$ cat src/rtl/bitstream_pkg.sv
// bitstream_pkg: shared types and sizing for the bitstream decoder (lane width depends on BITSTREAM_BIPOLAR_EN)
package bitstream_pkg;
  localparam int STREAM_LEN_DEFAULT = 128;
`ifdef BITSTREAM_BIPOLAR_EN
  localparam int LANE_EXTRA = 1;
`else
  localparam int LANE_EXTRA = 0;
`endif
  typedef enum logic [1:0] {DEC_IDLE, DEC_ACCUM, DEC_HOLD} dec_state_t;
  function automatic int cnt_width(input int len);
    return $clog2(len + 1);
  endfunction
endpackage

$ cat src/rtl/bitstream_decoder_ones_counter.sv
// ones_counter: per-channel population counter with synchronous clear and enable
module ones_counter #(
  parameter int W = 8
) (
  input  logic         clk,
  input  logic         rst,
  input  logic         clear,
  input  logic         en,
  input  logic         bit_in,
  output logic [W-1:0] count
);
  logic [W-1:0] count_q;
  // clear wins over accumulate so a new window always starts from zero
  always_ff @(posedge clk or posedge rst)
    if (rst) count_q <= '0;
    else if (clear) count_q <= '0;
    else if (en) count_q <= count_q + W'(bit_in);
  assign count = count_q;
endmodule

$ cat src/rtl/bitstream_decoder.sv
// bitstream_decoder: counts ones per channel over a window and presents results via valid/ready (signed lanes with BITSTREAM_BIPOLAR_EN)
module bitstream_decoder
  import bitstream_pkg::*;
#(
  parameter  int CHANNELS   = 1,
  parameter  int STREAM_LEN = STREAM_LEN_DEFAULT,
  localparam int CNT_W      = cnt_width(STREAM_LEN),
  localparam int LW         = CNT_W + LANE_EXTRA
) (
  input  logic                   clk,
  input  logic                   rst,
  input  logic                   start,
  input  logic [CHANNELS-1:0]    stream_in,
  input  logic                   res_ready,
  output logic                   res_valid,
  output logic [CHANNELS*LW-1:0] res_data,
  output logic                   busy
);
  dec_state_t            state_q;
  logic [CNT_W-1:0]      samp_q;
  logic                  res_valid_q, busy_q;
  logic [CHANNELS*LW-1:0] res_data_q, fin;
  logic                  clear, en, last;
  assign en    = state_q == DEC_ACCUM;
  assign clear = start && (state_q == DEC_IDLE || (state_q == DEC_HOLD && res_ready));
  assign last  = en && samp_q == CNT_W'(STREAM_LEN - 1);
  genvar c;
  generate
    for (c = 0; c < CHANNELS; c++) begin : g_ch
      logic [CNT_W-1:0] cnt, sum;
      ones_counter #(.W(CNT_W)) u_cnt (
        .clk(clk), .rst(rst), .clear(clear), .en(en), .bit_in(stream_in[c]), .count(cnt)
      );
      assign sum = cnt + CNT_W'(stream_in[c]);
`ifdef BITSTREAM_BIPOLAR_EN
      assign fin[c*LW +: LW] = {sum, 1'b0} - LW'(STREAM_LEN);
`else
      assign fin[c*LW +: LW] = sum;
`endif
    end
  endgenerate
  // window FSM: final count includes the bit sampled on the last cycle; HOLD can restart directly
  always_ff @(posedge clk or posedge rst)
    if (rst) begin
      state_q     <= DEC_IDLE;
      samp_q      <= '0;
      res_valid_q <= 1'b0;
      res_data_q  <= '0;
      busy_q      <= 1'b0;
    end else begin
      case (state_q)
        DEC_IDLE:
          if (start) begin
            state_q <= DEC_ACCUM;
            samp_q  <= '0;
            busy_q  <= 1'b1;
          end
        DEC_ACCUM: begin
          samp_q <= samp_q + CNT_W'(1);
          if (last) begin
            state_q     <= DEC_HOLD;
            busy_q      <= 1'b0;
            res_valid_q <= 1'b1;
            res_data_q  <= fin;
          end
        end
        DEC_HOLD:
          if (res_ready) begin
            res_valid_q <= 1'b0;
            state_q     <= start ? DEC_ACCUM : DEC_IDLE;
            busy_q      <= start;
            samp_q      <= '0;
          end
        default: state_q <= DEC_IDLE;
      endcase
    end
  assign res_valid = res_valid_q;
  assign res_data  = res_data_q;
  assign busy      = busy_q;
endmodule

$ cat config.mk
export PLATFORM = sky130hd
export DESIGN_NAME = bitstream_decoder
export DESIGN_NICKNAME = d
export VERILOG_FILES = /design/src/rtl/bitstream_pkg.sv /design/src/rtl/bitstream_decoder_ones_counter.sv /design/src/rtl/bitstream_decoder.sv
export SDC_FILE = /design/constraint.sdc
export NUM_CORES = 1
export LEC_CHECK = 0
export BUFFER_PORTS_ARGS = -buffer_cell sky130_fd_sc_hd__buf_2
export CAP_MARGIN = 25
export CELL_PAD_IN_SITES_DETAIL_PLACEMENT = 0
export CELL_PAD_IN_SITES_GLOBAL_PLACEMENT = 2
export CORE_ASPECT_RATIO = 1.2
export CORE_MARGIN = 2
export CORE_UTILIZATION = 42
export CTS_BUF_LIST = sky130_fd_sc_hd__clkbuf_2 sky130_fd_sc_hd__clkbuf_4 sky130_fd_sc_hd__clkbuf_8
export CTS_CLUSTER_SIZE = 8
export DETAILED_ROUTE_END_ITERATION = 8
export PLACE_DENSITY = 0.95
export SLEW_MARGIN = 20
export SYNTH_ARGS = -nofsm -noshare
export SYNTH_HDL_FRONTEND = slang
export SYNTH_SLANG_ARGS = --single-unit
$ cat constraint.sdc
create_clock -name clk -period 3.5 [get_ports clk]
set_clock_uncertainty 0.05 [all_clocks]
set_input_delay 0.175 -clock clk [delete_from_list [all_inputs] [get_ports clk]]
set_output_delay 0.175 -clock clk [all_outputs]
set_load 0.1 [all_outputs]
Word-level counts from Yosys, hierarchy flattened --
Cells that the tools add are included.
Storage, ports and cells: bits in registers 28, bits in latches 0, RAM bits 0, memory bits (read-only) 0, input port bits 5, output and inout port bits 10, logic and storage cells 44, memories 0
Cells by class: $add $sub $neg 2, multipliers 0, divide/modulo/power cells 0, order comparisons 0, eq/ne operators 6, shift operators 0, multiplexer cells 17, bitwise operators 0, reduce and logical (&&, ||, !) cells 13
Operators with widths (count):
- $mux 8 | 4
- $pmux 8 s3 | 1
- $reduce_and 3->1 | 3
- $add 8x1->8 | 1
- $add 8x1->8 const B | 1
- $eq 8x7->1 const B | 1
- $mux 1 | 6
- $mux 2 | 3
- $pmux 2 s3 | 1
- $ne 2x2->1 const B | 2
- $reduce_and 4->1 | 1
- $reduce_bool 2->1 | 2
- $logic_and 1x1->1 | 3
- $pmux 1 s3 | 1
- $reduce_bool 3->1 | 1
- $eq 2x1->1 const B | 1
- $eq 2x2->1 const B | 1
- $logic_not 2->1 | 1
- $ne 2x1->1 const B | 1
- $pmux 1 s2 | 1
- $reduce_and 2->1 | 1
- $logic_or 1x1->1 | 1

Logic depth before layout (Yosys ltp) --
depth in word-level cells 5, mapped depth 7

By module --
A second synthesis with hierarchy kept.
Second synthesis, totals: cell total of the unflattened synthesis 141, area, all modules 1433.9 sq um
By module, submodules not included:
- bitstream_decoder | instances 1, cells each 102, area each 1016.0 sq um
- ones_counter | instances 1, cells each 39, area each 417.9 sq um

Worst setup path after synthesis --
Ideal clock, no wire load.
path kind register to register, start point reg state_q[1], end point reg res_data_q[0], in the netlist res_data[0], setup time 125 ps, arrival 1524 ps, data required time 3325 ps, slack 1801 ps, stages on the path, launching flop included 6, path buffers 2, path through dfrtp_1 > buf_6 > nand2b_4 > buf_6 > nor4_4 > mux2_2
On the way: cells in the longest elaborated chain, start to end 3
Ends and longest elaborated chain:
- start: declaration | RTL line bitstream_decoder.sv:19 | dec_state_t state_q;
- start signal: assignment | RTL line bitstream_decoder.sv:70 | state_q <= start ? DEC_ACCUM : DEC_IDLE;
- $eq 2x1->1 (*) | RTL line bitstream_decoder.sv:24, bitstream_decoder.sv:51
- $logic_and 1x1->1 | RTL line bitstream_decoder.sv:26 | assign last = en && samp_q == CNT_W'(STREAM_LEN - 1);
- $reduce_and 2->1 (no source line) (*)
- end signal: assignment | RTL line bitstream_decoder.sv:64 | res_data_q <= fin;
- end: declaration | RTL line bitstream_decoder.sv:22 | logic [CHANNELS*LW-1:0] res_data_q, fin;
Every way passes the cells marked *; elsewhere a longest branch is shown, timed or not. A chain may end at the register's enable or synchronous reset.

Worst setup path in the final report --
Ends and elaborated chain as after synthesis.

==> results.py <==
metrics = {
    "global_route": {
        "grt_max_degree": 18,
        "grt_pass1_wl_mm": 4.450,
        "antenna_found_initial": 0,
        "track_usage_pct": 15.10,
        "grt.overflow.total": 0,
        "grt_pass1_vias": 1003,
    },
    "worst_setup_path": {
        "r2r-start": "state_q[1]$_DFFE_PP0P_",
        "crit_path_end_kind": "flip-flop",
        "worstSetupEndpoint": "res_data[0]$_DFFE_PP0P_",
        "critical_path_required_ns": 3.67,
        "startpoint": "state_q[1]$_DFFE_PP0P_",
        "crit_type": "flip-flop to flip-flop",
        "r2r-end": "res_data[0]$_DFFE_PP0P_",
        "path_max_fanout": 17,
        "start_kind": "flip-flop",
        "rrSetupSlack_ns": 1.41,
        "cp.arrival_ns": 2.26,
        "r2r_cells": 3,
    },
    "clock_network": {
        "ctsResizeCount": 0,
        "hold_buffers": 1,
        "clk_pin_slew_ns": 0.16,
        "cts_buffers": 3,
        "clockBufferDepth": 2,
        "cts_setup_buffers": 0,
        "clock_sinks": 28,
        "cts-htree-levels": 1,
        "cts_tree": "built",
        "clockRootBuffer": "clkbuf_4",
        "clk-insertion-delay-late_ns": 0.32,
    },
    "synth": {
        "synthMuxAreaShare_pct": 2.364,
        "synth_xor_area_share_pct": 7.636,
        "syn_inst": 133,
        "avgSynthCellArea_um2": 10.35,
        "synthSimpleGateAreaFrac_pct": 15.64,
        "yosysWarnings": 0,
        "ys_types": 34,
        "ys_seq_elements": 28,
        "synth_fp_nets": 141,
        "synth_edf_count": 0,
        "syn-cell-area_mm2": 0.001376,
        "ys.flop_type": "dfrtp_1",
        "ys_seq_area_share_pct": 50.91,
        "async_reset_ff_share_pct": 100.0,
        "synth_top_family_by_area": "compound AO/OA/AOI/OAI gates",
        "synth_compound_area_share_pct": 16.55,
        "synthAdderAreaFrac_pct": 2.727,
    },
    "timing": {
        "finalHoldViolations": 0,
        "slew_viol_final": 0,
        "finalCriticalPeriod_ns": 2.088,
        "tightest_slew_ns": 0.8766,
        "finalSetupViolations": 0,
        "min_period_over_period_pct": 59.66,
        "fin_setup_tns_ns": 0,
        "relSlewSlack_pct": 41.12,
        "fmax_ghz": 0.4789,
        "grt_setup_unrepaired": "no",
    },
    "min_path": {
        "hold_depth": 3,
        "hp-class": "input port to flip-flop",
    },
    "cells_and_area": {
        "syn2layout_area_growth_pct": 10.00,
        "fin_nets": 158,
        "finish.utilization_pct": 49.11,
        "stdcell_count": 185,
        "design_area_mm2": 0.001514,
        "nFillCells": 285,
        "drive_above_1_share_pct": 17.45,
        "num_antenna_cells": 0,
        "regArea_um2": 700.7,
        "multi_input_area_um2": 618.1,
    },
    "die": {
        "start_util_pct": 44.64,
        "die_y_um": 66.71,
        "fp.dieArea_mm2": 0.003752,
        "io_pins": 15,
        "rows": 22,
        "core_mm2": 0.003083,
        "fp.dieW_um": 56.26,
    },
    "power_and_ir_drop": {
        "powerDensity_mw_per_mm2": 916.2,
        "ir_drop_mv": 0.4509,
        "leakage_nw": 0.6545,
    },
    "placement": {
        "globalplace.congestion": 0.7961,
        "placed_cells": 180,
        "numPortBuffers": 14,
        "postPlaceCellArea_mm2": 0.001468,
        "dp.final_hpwl_mm": 1.863,
    },
    "drt": {
        "drt_first_pass_iters": 4,
        "dr_total_vias": 1016,
        "avgRoutedWirePerCell_um": 13.69,
        "ant_nets": 0,
        "drt-total-wl_mm": 2.533,
        "vias_per_cell": 5.492,
        "drt_iter0_drc": 16,
        "drc": 0,
    },
    "outcome": {
        "outcome": "finished, final reports clean",
    },
    "run": {
        "maxCapViolations": 0,
    },
}
## worst max-delay path, cell delays in order (launching register included)
cell and delay (ns):
dfrtp_1 0.50, nand2b_4 0.23, nor4_4 0.79, mux2_2 0.42
## metal layers
metal	up-vias	track usage (%)	routed length, um
met5	-	0	0
met4	0	5.655	22
met3	2	3.301	96
met2	27	27.65	1219
met1	484	17.16	1193
li1	503	-	-
## per-stage QoR
| stage | hold WS (ns) | power [mW] | worst slack [ns] |
|---|---|---|---|
| after floorplan | 0.1904 | 1.125 | 1.801 |
| after global placement | 0.4064 | 1.217 | 1.451 |
| after detailed placement | 0.2517 | 1.236 | 1.419 |
| after CTS | 0.05380 | 1.398 | 1.396 |
| after global routing | 0.07125 | 1.476 | 1.289 |
| final | 0.06150 | 1.387 | 1.412 |
## worst min path at each step
stage / start / to
after floorplan: rst / busy$_DFFE_PP0P_
after global placement: start / state_q[0]$_DFFE_PP0P_
after detailed placement: rst / busy$_DFFE_PP0P_
after CTS: start / state_q[0]$_DFFE_PP0P_
after global routing: start / state_q[0]$_DFFE_PP0P_
final: start / state_q[0]$_DFFE_PP0P_
## state kept, by name, indices dropped and copies added (netlist names)
name	count
samp_q	8
state_q	2
res_valid	1
g_ch.u_cnt.count	8
busy	1
res_data	8
## Yosys cell counts (2+ instances only)
| library cell | instances | share of area, % |
|---|---|---|
| and3_1 | 2 | 0.91 |
| o21ai_0 | 7 | 2.5 |
| dfrtp_1 | 28 | 51 |
| a211oi_1 | 3 | 1.6 |
| nor2_1 | 18 | 4.9 |
| o22ai_1 | 2 | 0.91 |
| inv_1 | 5 | 1.4 |
| xor2_1 | 2 | 1.3 |
| buf_6 | 3 | 2.5 |
| ha_1 | 3 | 2.7 |
| a22o_1 | 2 | 1.3 |
| nand3_1 | 8 | 2.9 |
| nor3_1 | 2 | 0.73 |
| a21oi_1 | 10 | 3.6 |
| a21oi_2 | 2 | 1.3 |
| xnor2_1 | 10 | 6.4 |
| mux2_2 | 2 | 1.6 |
| nand2_1 | 8 | 2.2 |
## placed cells by master (no fill, tap or decap)
cell	count
a22o_1	2
nand3_1	8
nor2_1	18
clkbuf_4	3
buf_2	14
o31ai_1	1
a32o_1	1
nor3_1	2
a21oi_2	2
nand2b_1	1
o2bb2ai_1	1
buf_8	1
o21ai_0	7
inv_1	5
o41ai_1	1
nor4_4	1
nand4_1	1
ha_1	3
xor2_1	2
dlygate4sd3_1	1
nand2b_4	1
o22ai_1	2
a21oi_1	10
nand3b_1	1
clkbuf_8	1
a211oi_1	3
a21boi_0	1
and3_1	2
xnor2_1	10
a21o_1	1
a31oi_1	1
nand2_1	8
mux2i_1	1
o21bai_1	1
mux2_2	2
dfrtp_1	28
a31o_2	1
## cell families (layout without fill, tap and decap cells)
kind of cell               count (synthesis)  count (layout)
and+or+nand+nor                           43              43
AOI/OAI and AO/OA                         35              35
DFF                                       28              28
xor gates and xnor gates                  12              12
buffers and inverters                      9              25
adders and majority gates                  3               3
muxes                                      3               3
## cell type report
cell class                 instances  share of cell area (%)
multi-input combinational         96                   40.83
inverter                           5                   1.240
tap                               36                   2.975
timing repair buffer              16                   6.281
sequential                        28                   46.28
clock buffer                       4                   2.397
## power by group
part	internal, mW	switching, mW	total, mW
clock	0.0636	0.0958	0.159
combinational	0.194	0.478	0.672
sequential	0.443	0.113	0.556
total	0.700	0.687	1.39
Power figures use the tool's default switching activity.
